==> src/rtl/mitm_controller.sv <==
// mitm_controller: sequences sniffed SPI frames through the MITM decision logic.
// Each accepted frame is captured, handed to the logic with a one-cycle eval,
// and the logic's answer is loaded into the line transmitters once it signals done.
// Also tracks the chip-select transaction, counts frames, and flags overruns/timeouts.
module mitm_controller #(
    parameter int DATA_SIZE      = 8,
    parameter int TIMEOUT_CYCLES = 16,
    parameter int CNT_WIDTH      = 16
) (
    input  logic                 sys_clk,
    input  logic                 rst,
    input  logic                 bus_active,
    input  logic                 byte_valid,
    input  logic [DATA_SIZE-1:0] real_mosi_data,
    input  logic [DATA_SIZE-1:0] real_miso_data,
    input  logic                 logic_done,
    input  logic [DATA_SIZE-1:0] logic_fake_miso_data,
    input  logic [DATA_SIZE-1:0] logic_fake_mosi_data,
    input  logic                 logic_fake_miso_select,
    input  logic                 logic_fake_mosi_select,
    output logic                 logic_eval,
    output logic [DATA_SIZE-1:0] captured_mosi_data,
    output logic [DATA_SIZE-1:0] captured_miso_data,
    output logic [DATA_SIZE-1:0] tx_miso_data,
    output logic [DATA_SIZE-1:0] tx_mosi_data,
    output logic                 tx_miso_select,
    output logic                 tx_mosi_select,
    output logic                 tx_load,
    output logic [CNT_WIDTH-1:0] byte_count,
    output logic                 overrun_err,
    output logic                 timeout_err,
    output logic                 busy
);

    // state      | meaning
    // STARTUP    | waiting for the logic to come out of reset (first done)
    // IDLE       | chip select inactive
    // ACTIVE     | transaction open, waiting for a frame
    // EVAL       | eval pulse presented to the logic
    // WAIT_DROP  | waiting for the stale done of the previous evaluation to fall
    // WAIT_DONE  | waiting for the logic to finish this evaluation
    localparam logic [2:0] ST_STARTUP   = 3'd0;
    localparam logic [2:0] ST_IDLE      = 3'd1;
    localparam logic [2:0] ST_ACTIVE    = 3'd2;
    localparam logic [2:0] ST_EVAL      = 3'd3;
    localparam logic [2:0] ST_WAIT_DROP = 3'd4;
    localparam logic [2:0] ST_WAIT_DONE = 3'd5;

    localparam int TMO_W = $clog2(TIMEOUT_CYCLES + 1);
    localparam logic [TMO_W-1:0] TMO_LAST = TMO_W'(TIMEOUT_CYCLES - 1);

    logic [2:0]           state_q, state_d;
    logic [TMO_W-1:0]     tmo_cnt_q, tmo_cnt_d;
    logic                 abort_q, abort_d;
    logic                 logic_eval_q, logic_eval_d;
    logic [DATA_SIZE-1:0] cap_mosi_q, cap_mosi_d;
    logic [DATA_SIZE-1:0] cap_miso_q, cap_miso_d;
    logic [DATA_SIZE-1:0] tx_miso_data_q, tx_miso_data_d;
    logic [DATA_SIZE-1:0] tx_mosi_data_q, tx_mosi_data_d;
    logic                 tx_miso_sel_q, tx_miso_sel_d;
    logic                 tx_mosi_sel_q, tx_mosi_sel_d;
    logic                 tx_load_q, tx_load_d;
    logic [CNT_WIDTH-1:0] byte_count_q, byte_count_d;
    logic                 overrun_q, overrun_d;
    logic                 timeout_q, timeout_d;
    logic                 busy_q, busy_d;
    logic                 in_handshake;
    logic                 tmo_hit;
    logic                 do_timeout;

    // Next-state and output computation for the frame sequencer
    always_comb begin
        state_d        = state_q;
        tmo_cnt_d      = tmo_cnt_q;
        abort_d        = abort_q;
        logic_eval_d   = 1'b0;
        cap_mosi_d     = cap_mosi_q;
        cap_miso_d     = cap_miso_q;
        tx_miso_data_d = tx_miso_data_q;
        tx_mosi_data_d = tx_mosi_data_q;
        tx_miso_sel_d  = tx_miso_sel_q;
        tx_mosi_sel_d  = tx_mosi_sel_q;
        tx_load_d      = 1'b0;
        byte_count_d   = byte_count_q;
        overrun_d      = overrun_q;
        timeout_d      = timeout_q;
        do_timeout     = 1'b0;

        in_handshake = (state_q == ST_EVAL) || (state_q == ST_WAIT_DROP) ||
                       (state_q == ST_WAIT_DONE);
        tmo_hit      = ((state_q == ST_WAIT_DROP) || (state_q == ST_WAIT_DONE)) &&
                       (tmo_cnt_q == TMO_LAST);

        // A frame during the handshake is dropped; a chip-select drop poisons
        // this evaluation even if the bus comes back before done.
        if (in_handshake) begin
            if (byte_valid) begin
                overrun_d = 1'b1;
            end
            if (!bus_active) begin
                abort_d = 1'b1;
            end
        end
        if ((state_q == ST_WAIT_DROP) || (state_q == ST_WAIT_DONE)) begin
            tmo_cnt_d = tmo_cnt_q + TMO_W'(1);
        end

        case (state_q)
            ST_STARTUP: begin
                if (logic_done) begin
                    state_d = ST_IDLE;
                end
            end
            ST_IDLE: begin
                tx_miso_sel_d = 1'b0;
                tx_mosi_sel_d = 1'b0;
                if (bus_active) begin
                    byte_count_d = '0;
                    overrun_d    = 1'b0;
                    timeout_d    = 1'b0;
                    state_d      = ST_ACTIVE;
                end
            end
            ST_ACTIVE: begin
                if (!bus_active) begin
                    tx_miso_sel_d = 1'b0;
                    tx_mosi_sel_d = 1'b0;
                    state_d       = ST_IDLE;
                end else if (byte_valid) begin
                    cap_mosi_d   = real_mosi_data;
                    cap_miso_d   = real_miso_data;
                    if (byte_count_q != '1) begin
                        byte_count_d = byte_count_q + CNT_WIDTH'(1);
                    end
                    logic_eval_d = 1'b1;
                    tmo_cnt_d    = '0;
                    state_d      = ST_EVAL;
                end
            end
            ST_EVAL: begin
                state_d = ST_WAIT_DROP;
            end
            ST_WAIT_DROP: begin
                if (!logic_done) begin
                    state_d = ST_WAIT_DONE;
                end else if (tmo_hit) begin
                    do_timeout = 1'b1;
                end
            end
            ST_WAIT_DONE: begin
                if (logic_done) begin
                    if (!abort_q && bus_active) begin
                        tx_miso_data_d = logic_fake_miso_data;
                        tx_mosi_data_d = logic_fake_mosi_data;
                        tx_miso_sel_d  = logic_fake_miso_select;
                        tx_mosi_sel_d  = logic_fake_mosi_select;
                        tx_load_d      = 1'b1;
                        state_d        = ST_ACTIVE;
                    end else begin
                        tx_miso_sel_d = 1'b0;
                        tx_mosi_sel_d = 1'b0;
                        abort_d       = 1'b0;
                        state_d       = ST_IDLE;
                    end
                end else if (tmo_hit) begin
                    do_timeout = 1'b1;
                end
            end
            default: begin
                state_d = ST_STARTUP;
            end
        endcase

        // Timed-out evaluation: transmitters fall back to forwarding real data.
        if (do_timeout) begin
            timeout_d      = 1'b1;
            tx_miso_data_d = '0;
            tx_mosi_data_d = '0;
            tx_miso_sel_d  = 1'b0;
            tx_mosi_sel_d  = 1'b0;
            if (bus_active && !abort_q) begin
                tx_load_d = 1'b1;
                state_d   = ST_ACTIVE;
            end else begin
                abort_d = 1'b0;
                state_d = ST_IDLE;
            end
        end

        busy_d = (state_d == ST_STARTUP) || (state_d == ST_EVAL) ||
                 (state_d == ST_WAIT_DROP) || (state_d == ST_WAIT_DONE);
    end

    // State and registered outputs, cleared asynchronously on reset
    always_ff @(posedge sys_clk or posedge rst) begin
        if (rst) begin
            state_q        <= ST_STARTUP;
            tmo_cnt_q      <= '0;
            abort_q        <= 1'b0;
            logic_eval_q   <= 1'b0;
            cap_mosi_q     <= '0;
            cap_miso_q     <= '0;
            tx_miso_data_q <= '0;
            tx_mosi_data_q <= '0;
            tx_miso_sel_q  <= 1'b0;
            tx_mosi_sel_q  <= 1'b0;
            tx_load_q      <= 1'b0;
            byte_count_q   <= '0;
            overrun_q      <= 1'b0;
            timeout_q      <= 1'b0;
            busy_q         <= 1'b0;
        end else begin
            state_q        <= state_d;
            tmo_cnt_q      <= tmo_cnt_d;
            abort_q        <= abort_d;
            logic_eval_q   <= logic_eval_d;
            cap_mosi_q     <= cap_mosi_d;
            cap_miso_q     <= cap_miso_d;
            tx_miso_data_q <= tx_miso_data_d;
            tx_mosi_data_q <= tx_mosi_data_d;
            tx_miso_sel_q  <= tx_miso_sel_d;
            tx_mosi_sel_q  <= tx_mosi_sel_d;
            tx_load_q      <= tx_load_d;
            byte_count_q   <= byte_count_d;
            overrun_q      <= overrun_d;
            timeout_q      <= timeout_d;
            busy_q         <= busy_d;
        end
    end

    assign logic_eval         = logic_eval_q;
    assign captured_mosi_data = cap_mosi_q;
    assign captured_miso_data = cap_miso_q;
    assign tx_miso_data       = tx_miso_data_q;
    assign tx_mosi_data       = tx_mosi_data_q;
    assign tx_miso_select     = tx_miso_sel_q;
    assign tx_mosi_select     = tx_mosi_sel_q;
    assign tx_load            = tx_load_q;
    assign byte_count         = byte_count_q;
    assign overrun_err        = overrun_q;
    assign timeout_err        = timeout_q;
    assign busy               = busy_q;

endmodule

==> config.mk <==
export PLATFORM = sky130hd
export DESIGN_NAME = mitm_controller
export DESIGN_NICKNAME = d
export VERILOG_FILES = /design/src/rtl/mitm_controller.sv
export SDC_FILE = /design/constraint.sdc
export NUM_CORES = 1
export LEC_CHECK = 0
export BUFFER_PORTS_ARGS = -buffer_cell sky130_fd_sc_hd__buf_2
export CORE_UTILIZATION = 50
export DETAILED_ROUTE_END_ITERATION = 8
export PLACE_DENSITY = 0.79
export SYNTH_ARGS = -nofsm -noshare
export SYNTH_HDL_FRONTEND = slang
export SYNTH_SLANG_ARGS = --single-unit
==> constraint.sdc <==
create_clock -name sys_clk -period 2.2 [get_ports sys_clk]
set_clock_uncertainty 0.15 [all_clocks]
set_input_delay 0.22 -clock sys_clk [delete_from_list [all_inputs] [get_ports sys_clk]]
set_output_delay 0.22 -clock sys_clk [all_outputs]
set_load 0.01 [all_outputs]
==> results.ini <==
[logic_synthesis]
synth_top_cell_by_area=dfrtp_1
synth_compound_gate_area_share_pct=15.5
yosysUniqueCellTypes=46
synth_top_family_by_area=simple AND/OR/NAND/NOR gates
syn-mean-instance-area_um2=11.5
synthMostInstantiatedCell=dfrtp_1
syn_inst=254
post-synth-top-area-fraction_pct=54.8
synth_seq_cells=64
synth_edf_count=0
synth_fp_nets=296
synthAdderAreaFrac_pct=1.29
synthArstFlopShare_pct=100
syn_area_um2=2920
synth-seq-area-share_pct=54.8
synth_simple_gate_area_share_pct=16.1
synth_xor_area_share_pct=3.60
yosysWarningCount=0
synthMuxAreaShare_pct=6.17
synthTopCellsByArea=dfrtp_1 (55%), mux2_2 (6.2%), a22o_1 (4.8%)
synth_commonest_cells=dfrtp_1 (64), nor2_1 (23), nand2_1 (19), a22o_1 (16), mux2_2 (16)
synth_flop_cell=dfrtp_1

[floorplanning]
fp.dieH_um=78.4
core_area_um2=5570
rows=27
io_pins=94
die-area_um2=6150
die_w_um=78.4
start_util_pct=52.4

[setup_path]
crit_type=register to register
critPathArrivalTime_ps=2140
r2r_setup_slack_ps=150
worst_r2r_path_depth=7
cp.required_ps=2290
crit_start=tmo_cnt_q[0]
r2r_end=busy
path_max_fanout=5
startpoint_type=register
reg2reg_from=tmo_cnt_q[0]
end_kind=register

[drt]
drt_iter0_drc=137
wl_per_cell_um=14.9
drt_first_pass_iters=4
antenna_left=0
drc=0
via_per_inst=5.31
vias=2513
finalWirelength_mm=7.04

[sta]
timing.final.hold_violations=0
fin_crit_ps=2050
worst_pin_slew_ps=534
maxClockFrequency_mhz=488
rsz0062_at_grt=false
slew_headroom_pct=64.3
fin_crit_sh_pct=93.1
finalSetupViolations=0
tns_ps=0
slew_violations=0

[grt]
grt_pass1_vias=2472
grt_start_max_net_pins=41
overflow=0
antenna_found_initial=0
grt_pass1_wl_mm=11.7
grt_use_total_pct=24.9

[min_path]
min_from=logic_fake_mosi_data[5]
hold-path-endpoint=tx_mosi_data[5]
min_path_cells=2
hold_class=primary input to register

[cts]
cts_max_level=3
tritoncts=built
clock-sinks=64
clock_path_buffers=2
clk_pin_slew_ps=70
clk_latency_ps=330
cts_made_buffers=9
cts-root-buf=clkbuf_8

[job]
drv_cap=0

[placement]
dpl_cell_area_um2=3560
gp_congestion=0.826
portBuffers=93
dp_hpwl_mm=4.49

[final_layout]
nets=439
design_area_um2=4070
drive_gt1_share_pct=38.4
antenna_cells=0
area_growth_pct=39.4

[power]
powerDensity_nw_per_um2=986
p_leak_nw=2.08
ir_worst_vdd_uv=866

[run_status]
status=complete, no violations

## worst max-delay path by stage
stage                           endpoint  depth (start not counted)  slack, ps
after floorplan                  abort_q                          1        230
after global placement              busy                          7        230
after detailed placement            busy                          7        160
after CTS                           busy                          8        140
after global routing      tx_miso_select                          7        0.3
final                               busy                          7        150
## where the power goes
group | internal (mW) | switching [mW]
clock | 0.430 | 0.438
sequential | 1.53 | 0.226
combinational | 0.684 | 0.709
## final cells by class
type / instances / area [um2]
fill: 405 / 1500
inverter: 7 / 26.3
sequential: 64 / 1600
clock buffer: 10 / 138
timing repair buffer: 141 / 936
clock inverter: 5 / 33.8
tap: 72 / 90.1
multi-input combinational: 174 / 1250
## cells in the final DEF, fill, tap and decap left out, drive strengths merged, types with 7 or more instances in the layout
cell,n
a21oi,13
dlygate4sd3,34
dfrtp,64
nand2,19
mux2,16
inv,7
buf,107
a22o,16
nor2,24
o21ai,12
xor2,11
clkbuf,10
## state kept, by name, indices dropped and copies added, names as in the netlist
signal,cells
captured_mosi_data,8
abort_q,1
tx_mosi_select,1
timeout_err,1
captured_miso_data,8
busy,1
tx_mosi_data,8
tx_miso_select,1
tmo_cnt_q,5
byte_count,16
state_q,3
overrun_err,1
tx_miso_data,8
logic_eval,1
tx_load,1
## metal layers
layer	vias to the layer above	wire length, um	GRT usage, %
met4	0	97	8.89
met1	1235	3040	31.3
met5	-	0	0
met3	8	254	5.23
li1	1200	-	-
met2	70	3650	42.5
## repair_timing
action,4_1_cts,5_1_grt
endpoints found under the setup margin,0,1
setup buffers,0,0
endpoints found under the hold margin,57,0
hold buffers,34,0
gates resized for setup,0,1
## stage by stage
step | utilization, % | setup WS (ps) | total power [mW] | hold WS, ps | std cells
finish | 73.0 | 151 | 4.01 | 16.7 | 473
global route | 73.0 | 0.308 | 4.27 | 5.32 | 473
CTS | 73.0 | 141 | 4.02 | 10.5 | 473
detailed placement | 63.9 | 161 | 3.08 | 151 | 424
global placement | 63.9 | 228 | 3.04 | 142 | 424
floorplan | - | 232 | 2.57 | 206 | 254
## cells by family after synthesis
kind of cell,count (synthesis)
AOI/OAI and AO/OA,58
xor gates and xnor gates,12
adders and majority gates,3
buffers and inverters,16
DFF,64
muxes,16
and+or+nand+nor,85
## critical path, stage by stage, from the launching register on
cell and delay [ps]:
dfrtp_1 400, ha_1 210, and3_1 160, ha_1 230, and3_1 190, a211oi_1 290, o32ai_2 140, a22oi_1 180
Note: power is estimated with default switching activity, not from simulation.
